<file path="config.mk">
export PLATFORM = sky130hd
export DESIGN_NAME = v_registers_pipe
export DESIGN_NICKNAME = d
export VERILOG_FILES = /design/src/rtl/v_registers_pipe_pkg.sv /design/src/rtl/v_reg_stage.sv /design/src/rtl/v_registers_pipe.sv
export SDC_FILE = /design/constraint.sdc
export NUM_CORES = 1
export LEC_CHECK = 0
export BUFFER_PORTS_ARGS = -buffer_cell sky130_fd_sc_hd__buf_2
export CORE_MARGIN = 10
export CORE_UTILIZATION = 29
export DETAILED_ROUTE_END_ITERATION = 7
export PLACE_DENSITY = 0.54
export RECOVER_POWER = 50
export REMOVE_ABC_BUFFERS = 1
export SETUP_SLACK_MARGIN = 0.4
export SYNTH_ARGS = -nofsm -noshare
export SYNTH_HDL_FRONTEND = slang
export SYNTH_HIERARCHICAL = 1
export SYNTH_SLANG_ARGS = --single-unit
</file>
<file path="constraint.sdc">
create_clock -name clk -period 2.7 [get_ports clk]
set_input_delay 0.81 -clock clk [delete_from_list [all_inputs] [get_ports clk]]
set_output_delay 0.81 -clock clk [all_outputs]
set_load 0.01 [all_outputs]
</file>
<file path="src/rtl/v_registers_pipe_pkg.sv">
// Shared defaults for the register pipeline and a clog2 helper
// used by instantiating code to size the occupancy counter.
package v_registers_pipe_pkg;

    localparam int          DEF_WIDTH   = 4;
    localparam int          DEF_DEPTH   = 3;
    localparam logic [3:0]  DEF_RST_VAL = 4'b0011;

    // Ceiling log2; clog2(DEPTH+1) gives the occupancy width.
    function automatic int clog2(input int n);
        int r;
        r = 0;
        while ((1 << r) < n) r++;
        return r;
    endfunction

    localparam int DEF_CNT_W = clog2(DEF_DEPTH + 1);

endpackage

</file>
<file path="src/rtl/v_reg_stage.sv">
// One pipeline stage: WIDTH data bits plus a valid bit.
// Ports: clk, rst (sync), clken, clr (valid clear), d/d_vld in, q/q_vld out.
module v_reg_stage
    import v_registers_pipe_pkg::*;
#(
    parameter int               WIDTH   = DEF_WIDTH,
    parameter logic [WIDTH-1:0] RST_VAL = WIDTH'(DEF_RST_VAL)
) (
    input  logic             clk,
    input  logic             rst,
    input  logic             clken,
    input  logic             clr,
    input  logic [WIDTH-1:0] d,
    input  logic             d_vld,
    output logic [WIDTH-1:0] q,
    output logic             q_vld
);

    always_ff @(posedge clk) begin
        if (rst) begin
            q     <= RST_VAL;
            q_vld <= 1'b0;
        end else begin
            // Data keeps shifting during a clear; only the valid is dropped.
            if (clken)
                q <= d;
            if (clr)
                q_vld <= 1'b0;
            else if (clken)
                q_vld <= d_vld;
        end
    end

endmodule

</file>
<file path="src/rtl/v_registers_pipe.sv">
// DEPTH-stage WIDTH-bit delay line with stall, flush, valid tracking
// and a registered occupancy count.
// Ports: clk, rst (sync, active-high), clken, flush, D/D_valid in;
//        Q/Q_valid (last stage), taps/taps_vld (all stages), occupancy.
module v_registers_pipe
    import v_registers_pipe_pkg::*;
#(
    parameter int               WIDTH   = DEF_WIDTH,
    parameter int               DEPTH   = DEF_DEPTH,
    parameter logic [WIDTH-1:0] RST_VAL = WIDTH'(DEF_RST_VAL),
    parameter int               CNT_W   = DEF_CNT_W
) (
    input  logic                   clk,
    input  logic                   rst,
    input  logic                   clken,
    input  logic                   flush,
    input  logic [WIDTH-1:0]       D,
    input  logic                   D_valid,
    output logic [WIDTH-1:0]       Q,
    output logic                   Q_valid,
    output logic [WIDTH*DEPTH-1:0] taps,
    output logic [DEPTH-1:0]       taps_vld,
    output logic [CNT_W-1:0]       occupancy
);

    // Index 0 is the pipe input; index i+1 is the output of stage i.
    logic [DEPTH:0][WIDTH-1:0] dat;
    logic [DEPTH:0]            vld;

    assign dat[0] = D;
    assign vld[0] = D_valid;

    for (genvar i = 0; i < DEPTH; i++) begin : g_stage
        v_reg_stage #(
            .WIDTH   (WIDTH),
            .RST_VAL (RST_VAL)
        ) u_stage (
            .clk   (clk),
            .rst   (rst),
            .clken (clken),
            .clr   (flush),
            .d     (dat[i]),
            .d_vld (vld[i]),
            .q     (dat[i+1]),
            .q_vld (vld[i+1])
        );
    end

    assign Q        = dat[DEPTH];
    assign Q_valid  = vld[DEPTH];
    assign taps     = dat[DEPTH:1];
    assign taps_vld = vld[DEPTH:1];

    // Tracked incrementally rather than popcounted so the output
    // comes straight from a flop.
    always_ff @(posedge clk) begin
        if (rst || flush) begin
            occupancy <= '0;
        end else if (clken) begin
            unique case ({D_valid, Q_valid})
                2'b10:   occupancy <= occupancy + CNT_W'(1);
                2'b01:   occupancy <= occupancy - CNT_W'(1);
                default: occupancy <= occupancy;
            endcase
        end
    end

endmodule

</file>
Yosys cells after proc, flatten, opt, wreduce, memory -nomap -nowiden:

Index checks and enable logic that the tools add are counted.

* add/subtract/negate cells: 2
* multipliers: 0
* divide/modulo/power cells: 0
* order comparisons: 0
* equal/unequal tests: 2
* shift-type cells: 0
* mux-type cells: 1
* bitwise operators: 0
* reduce and logical (&&, ||, !) cells: 4

Operators with widths (count)
* 2-bit case mux with 2 select lines: 1
* 2-bit by 1-bit adder with 2-bit output, second input constant: 1
* 2-bit by 1-bit == test with 1-bit output, second input constant: 1
* 2-bit == test, second input constant: 1
* 2-bit AND reduction: 1
* 2-bit nonzero test: 1
* 2-bit OR reduction: 1
* 2-bit by 1-bit subtractor with 2-bit output, second input constant: 1
* 1-bit logical OR: 1

* flip-flop bits (word level): 17
* bits in latches: 0
* bits in writable memories: 0
* ROM bits: 0
* input port bits: 9
* output and inout bits: 22
* logic and storage cells: 16
* memories kept: 0

Logic depth before layout (Yosys ltp):

Gate-level depths: netlist of the first run.

* depth after elaboration: 3
* depth in mapped cells: 5
* gate-level depth less buffers: 5

Cells and area by module:

Netlist of the first run, hierarchy kept.

Modules (own cells, without submodules)
* v_reg_stage: instances 3, cells an instance 16, area each 188.9 sq um, sequential area each 100.1 sq um
* v_registers_pipe: instances 1, cells an instance 17, area each 155.1 sq um, sequential area each 40.0 sq um

Worst setup path after synthesis of the first run:

OpenSTA, ideal clock, no wires.

* kind: input port to flip-flop
* start: input D_valid
* end: register occupancy[1]
* library setup time: 116 ps
* arrival time: 1611 ps
* data required time: 2584 ps
* path slack: 974 ps
* cell stages on the path: 5
* buffers on the path: 0
* path through: inv_1 -> ha_1 -> nor2b_1 -> a2111oi_2 -> a31o_1

* cells in the longest elaborated chain, start to end: 3
* elaborated cells between the ends (all ways): 5
* those cells by class: eq/ne: 2; mux: 1; reduce/logical: 2

RTL lines
* start: declaration: line v_registers_pipe.sv:18 `input logic D_valid,`
* 2-bit by 1-bit == test with 1-bit output or 2-bit == test (tied branches): line v_registers_pipe.sv:60 `unique case ({D_valid, Q_valid})`
* 2-bit nonzero test (no line)
* 2-bit AND reduction (no line)
* end signal: assignment: line v_registers_pipe.sv:61 `2'b10: occupancy <= occupancy + CNT_W'(1);`
* end signal: assignment: line v_registers_pipe.sv:62 `2'b01: occupancy <= occupancy - CNT_W'(1);`
* end signal: assignment: line v_registers_pipe.sv:63 `default: occupancy <= occupancy;`
* end: declaration: line v_registers_pipe.sv:23 `output logic [CNT_W-1:0] occupancy`

Parallel ways exist; a longest one is shown, timed or not.
A chain may end at the register's enable or synchronous reset.

Worst setup path in the final report of the first run:

* start: input clken
* end: register occupancy[1]

* cells in the longest elaborated chain, start to end: 1

RTL lines
* start: declaration: line v_registers_pipe.sv:15 `input logic clken,`
* 2-bit AND reduction (no line)

Every way passes these cells.

==> results of run 1 <==
flip-flops by register name, summed over array words and instances (netlist names):
name                   count
g_stage.u_stage/q         12
g_stage.u_stage/q_vld      3
occupancy                  2
metrics by stage:
stage / instance area [sq um] / setup WS [ps] / std cells / hold slack [ps] / power, uW
after CTS: 865 / 1040 / 121 / 488 / 465
after detailed placement: 838 / 728 / 117 / 463 / 335
after global routing: 860 / 964 / 121 / 522 / 483
after floorplan: 651 / 974 / 57 / 521 / 301
final: 860 / 1040 / 121 / 484 / 455
after global placement: 838 / 773 / 117 / 462 / 334
kinds of logic after synthesis:
group	after synthesis	synth area share, %
flip-flops	17	47.1
adder cells (fa/ha/maj)	1	1.73
buffers and inverters	10	10.9
XOR/XNOR	2	2.43
multiplexers	9	12.5
AND/OR/NAND/NOR	18	14.7
AO/OA/AOI/OAI	8	10.6
where the power goes:
group	switching (uW)	leakage (uW)	total [uW]	internal [uW]
Clock	71.1	0.0000150	128	57.2
Combinational	32.1	0.000252	58.5	26.4
Sequential	7.31	0.000139	269	261
Total	110	0.000407	455	345
worst max-delay path: cells and delay by family:
family                 cells  cell delay (ps)
AOI/OAI and AO/OA          2              320
buffers and inverters      1              380
and+or+nand+nor            1              330
layer usage:
layer / wire (um) / part of all wire, %
met1: 681 / 45
met5: 0 / 0
met2: 707 / 47
met3: 101 / 6.7
met4: 27 / 1.8
worst max-delay path by stage:
stage,from,endpoint,slack (ps)
floorplan,D_valid,occupancy[1],970
global placement,clken,occupancy[1],770
detailed placement,clken,occupancy[1],730
CTS,clken,occupancy[1],1040
global route,clken,occupancy[1],960
finish,clken,occupancy[1],1040
area by class of cell:
| cell class | count | area, sq um | area share, % |
|---|---|---|---|
| clock buffer | 4 | 26.3 | 3.06 |
| inverter | 2 | 7.51 | 0.873 |
| multi-input combinational | 38 | 303 | 35.2 |
| sequential | 17 | 340 | 39.6 |
| tap | 30 | 37.5 | 4.37 |
| timing repair buffer | 30 | 145 | 16.9 |
placed cells by master, fill, tap and decap left out:
cell / instances
nor3_1: 2
clkbuf_4: 3
xnor2_1: 1
a211o_1: 6
nor3_2: 3
inv_1: 2
xor2_1: 1
clkbuf_1: 5
mux2i_1: 9
nor2b_1: 7
ha_1: 1
buf_2: 26
nor2_1: 6
a31o_1: 1
a2111oi_2: 1
dfxtp_1: 17
==> run_results.csv, run 1 <==
group,metric,value,unit
cts,clkSinkCount,17,
detailed_routing,viasPerCell,4.31,
grt,met1_usage,6.42,%
timing,layout_min_cycle_time,1660,ps
critical_path,slowest_delay,380,ps
floorplanning,io_pins,31,
grt,grt_use_total,6.12,%
critical_path,worstSetupEndpointType,"flip-flop",
power_and_ir_drop,p_per_area,530,nW/um^2
place,portBuffers,30,
floorplanning,die_h,69.9,um
cts,cts_resized,0,
yosys,dominantRegCellSynth,"dfxtp_1",
yosys,ys_warn_count,6,
detailed_routing,drcViolationCount,0,
yosys,synthArstFlopShare,0,%
cts,post_cts_buffers,0,
yosys,netlist_top_cells_count,"dfxtp_1, mux2i_1, nor2b_1",
hold_path,worstHoldPathType,"flip-flop to flip-flop",
critical_path,worstRegToRegCells,4,
critical_path,cp_max_fo,22,
detailed_routing,first_iter_violations,19,
timing,max_freq,602,MHz
cts,clock_latency,280,ps
yosys,yosysMostFrequentCell,"dfxtp_1",
yosys,synth_area,722,sq um
critical_path,worst_setup_path_start_kind,"primary input",
yosys,synth_edf_count,0,
yosys,synth_largest_area_cell,"dfxtp_1",
critical_path,crit_type,"primary input to flip-flop",
timing,fin_skew,1.90,ps
cts,htreeDepth,1,
cts,cts-root-buf,"clkbuf_4",
floorplanning,coreArea,2430,sq um
floorplanning,initial_core_util,29.7,%
yosys,synth_top_cell_area_share,47.1,%
floorplanning,fp-row-count,18,
final_layout,post-route-util,35.3,%
floorplanning,die_x,69.9,um
detailed_routing,ant_nets,0,
timing,max_slew_margin,69.2,%
yosys,yosysSeqAreaShare,47.1,%
grt,grt_max_degree,23,
yosys,synth.area.top_cells,"dfxtp_1, mux2i_1, a211o_1",
timing,tns,0,ps
cts,cts_hold_buf,0,
grt,overflow,0,
critical_path,worstPathArrival,1840,ps
final_layout,num_antenna_cells,0,
critical_path,ff2ff_setup_slack,1420,ps
grt,grt_use_met3,2.97,%
yosys,synth_cell_type_count,15,
cts,clk_pin_slew,90,ps
timing,tightest_slew,462,ps
place,dp_hpwl,1.14,mm
cts,cts_tree,"done",
power_and_ir_drop,p_leak,0.000407,uW
timing,hold_viol,0,
final_layout,drive_gt1_share,36.3,%
grt,grt_util_met2,9.87,%
final_layout,fin_nets,102,
timing,finalCritPeriodShare,61.5,%
critical_path,r2r-end,"occupancy[1]",
yosys,synthCells,65,
detailed_routing,num_vias,521,
critical_path,worstPathCellList,"buf_2 -> nor2b_1 -> a2111oi_2 -> a31o_1",
detailed_routing,firstDrtPassIters,3,
place,gp_congestion,0.703,
detailed_routing,wirelength,1.52,mm
grt,busiest_layer,"met2",
critical_path,worst_ep_required_time,2880,ps
final_layout,final.fill_count,274,
cts,cts_buffer_depth,2,
cts,cts_inserted_buffers,3,
grt,grt_antenna_before_repair,0,
hold_path,hold_start,"g_stage[0].u_stage/q[1]",
timing,setup_violations,0,
floorplanning,die-area,4890,sq um
yosys,ys_ff_latch,17,
hold_path,whs_path_depth,1,
hold_path,min_to,"g_stage[1].u_stage/q[1]",
detailed_routing,wl_per_cell,12.5,um
run_status,outcome,"completed",
critical_path,slowest_stage,"buf_2",
yosys,syn_avg_cell_area,11.1,sq um
final_layout,syn_to_final_growth,19.1,%
timing,drv_slew,0,
power_and_ir_drop,ir_drop,0.260,mV
timing,rsz0062_at_grt,"no",
grt,grt_pass1_vias,545,
critical_path,r2r-start,"g_stage[2].u_stage/q_vld",
run,cap_viol_max_count,0,
grt,grt_pass1_wl,2.50,mm
Power figures use the tool's default switching activity.
==> run 2, diff against run 1 <==
==> constraint.sdc (replaced) <==
create_clock -name clk -period 1.7 [get_ports clk]
set_input_delay 0.51 -clock clk [delete_from_list [all_inputs] [get_ports clk]]
set_output_delay 0.51 -clock clk [all_outputs]
set_load 0.01 [all_outputs]
==> run 2 against run 1 <==
First-iteration DRC count rose by 95%. Critical path depth unchanged. Flip-flop and latch count unchanged. Routed wire length up 16%. Hold slack worse by 58 ps. Utilization is 6.7 points higher. Largest cell class unchanged. Sequential share of layout area fell by 4.4 points. Critical path type unchanged. Global-route usage rose by 0.90 points. Sequential power increased by 59%.
==> run_results.csv, run 2 (same netlist as run 1, synthesis figures left out) <==
group,metric,value,unit
timing,drv_slew,0,
power_and_ir_drop,ir_drop,0.507,mV
critical_path,worstPathCellList,"clkbuf_1 -> clkbuf_2 -> mux2i_1 -> nor3_2",
final_layout,regMostFlops,"g_stage.u_stage/q",
critical_path,cp_max_fo,17,
timing,max_slew_margin,74.7,%
final_layout,fin_nets,112,
timing,fin_skew,0.367,ps
timing,tns,0,ps
timing,setup_violations,0,
detailed_routing,wirelength,1.75,mm
final_layout,num_antenna_cells,0,
final_layout,layout_commonest_cell,"buf_2",
cts,cts_inserted_buffers,3,
critical_path,worst_ep_required_time,1870,ps
hold_path,worstHoldPathType,"primary input to flip-flop",
floorplanning,die_x,69.9,um
final_layout,drive_gt1_share,58.4,%
run_status,outcome,"completed",
critical_path,ff2ff_setup_slack,400,ps
detailed_routing,wl_per_cell,13.4,um
cts,cts_tree,"done",
critical_path,slowest_stage,"clkbuf_2",
cts,cts-root-buf,"clkbuf_4",
power_and_ir_drop,p_per_area,747,nW/um^2
timing,hold_viol,0,
detailed_routing,firstDrtPassIters,4,
floorplanning,die_h,69.9,um
grt,grt_use_total,7.02,%
timing,tightest_slew,380,ps
final_layout,largest_registers,"g_stage.u_stage/q: 12 flops, g_stage.u_stage/q_vld: 3 flops, occupancy: 2 flops",
place,portBuffers,30,
timing,max_freq,730,MHz
cts,clkSinkCount,17,
critical_path,worstSetupEndpointType,"flip-flop",
detailed_routing,num_vias,573,
timing,rsz0062_at_grt,"yes",
timing,worst_slack,330,ps
final_layout,syn_to_final_growth,41.8,%
critical_path,worstPathArrival,1540,ps
grt,grt_pass1_wl,2.82,mm
cts,clk_pin_slew,100,ps
timing,finalCritPeriodShare,80.6,%
cts,htreeDepth,1,
place,dp_slack,87.9,ps
grt,grt_antenna_before_repair,0,
place,gp_congestion,0.757,
critical_path,crit_type,"primary input to flip-flop",
floorplanning,die-area,4890,sq um
critical_path,worst_setup_path_start_kind,"primary input",
critical_path,slowest_delay,410,ps
floorplanning,coreArea,2430,sq um
floorplanning,initial_core_util,29.7,%
final_layout,final_cell_mix,"buf_2, dfxtp_2, buf_6",
cts,cts_hold_buf,0,
place,dp_hpwl,1.25,mm
final_layout,largest_register_ff_count,12,
detailed_routing,viasPerCell,4.37,
cts,cts_buffer_depth,2,
timing,layout_min_cycle_time,1370,ps
critical_path,cp_top_family,"buffers and inverters",
grt,grt_pass1_vias,590,
run,cap_viol_max_count,0,
critical_path,critPathBufInv,2,
cts,clock_latency,280,ps
floorplanning,fp-row-count,18,
detailed_routing,drcViolationCount,0,
grt,overflow,0,
detailed_routing,first_iter_violations,37,
grt,grt_max_degree,19,
power_and_ir_drop,p_leak,0.000480,uW
floorplanning,io_pins,31,
detailed_routing,ant_nets,0,
## run 2: area by class of cell
cell class              count  area (sq um)
flip-flops and latches     17           360
well taps                  30          37.5
fillers                   262          1410
repair buffers             40           289
inverters                   2          7.51
multi-input cells          38           303
clock buffers               4          26.3
## run 2: stage by stage
step	area, sq um	power, uW	util [%]	hold slack, ps	std cells
finish	1020	765	42.1	426	131
global route	1020	811	42.1	411	131
CTS	910	753	37.4	418	122
detailed placement	846	534	34.8	467	118
global placement	846	532	34.8	460	118
floorplan	651	479	-	521	57
## run 2: final timing paths
check,from,end,cells after the start
hold / removal,D[0],g_stage[0].u_stage/q[0],2
hold reg to reg,g_stage[0].u_stage/q[0],g_stage[1].u_stage/q[0],1
setup reg to reg,g_stage[2].u_stage/q_vld,occupancy[1],4
setup / recovery,clken,g_stage[0].u_stage/q_vld,4
## run 2: what timing repair did
action | CTS | global route
pin swaps | 0 | 1
gates resized for setup | 20 | 10
cloned | 0 | 0
setup endpoints to repair | 21 | 23
setup buffers | 0 | 9
## run 2: report_power, final
group          leakage, uW  switching, uW  total [uW]  internal [uW]
clock network    0.0000150            123         214           91.1
registers         0.000142           11.7         428            416
logic             0.000323           57.1         123           66.2
total             0.000480            191         765            573
## run 2: metal layers
layer  share of wire [%]  track usage, %
met1                  44            7.66
met2                  46            10.5
met3                 8.2            4.38
met4                 1.7            3.29
met5                   0               0
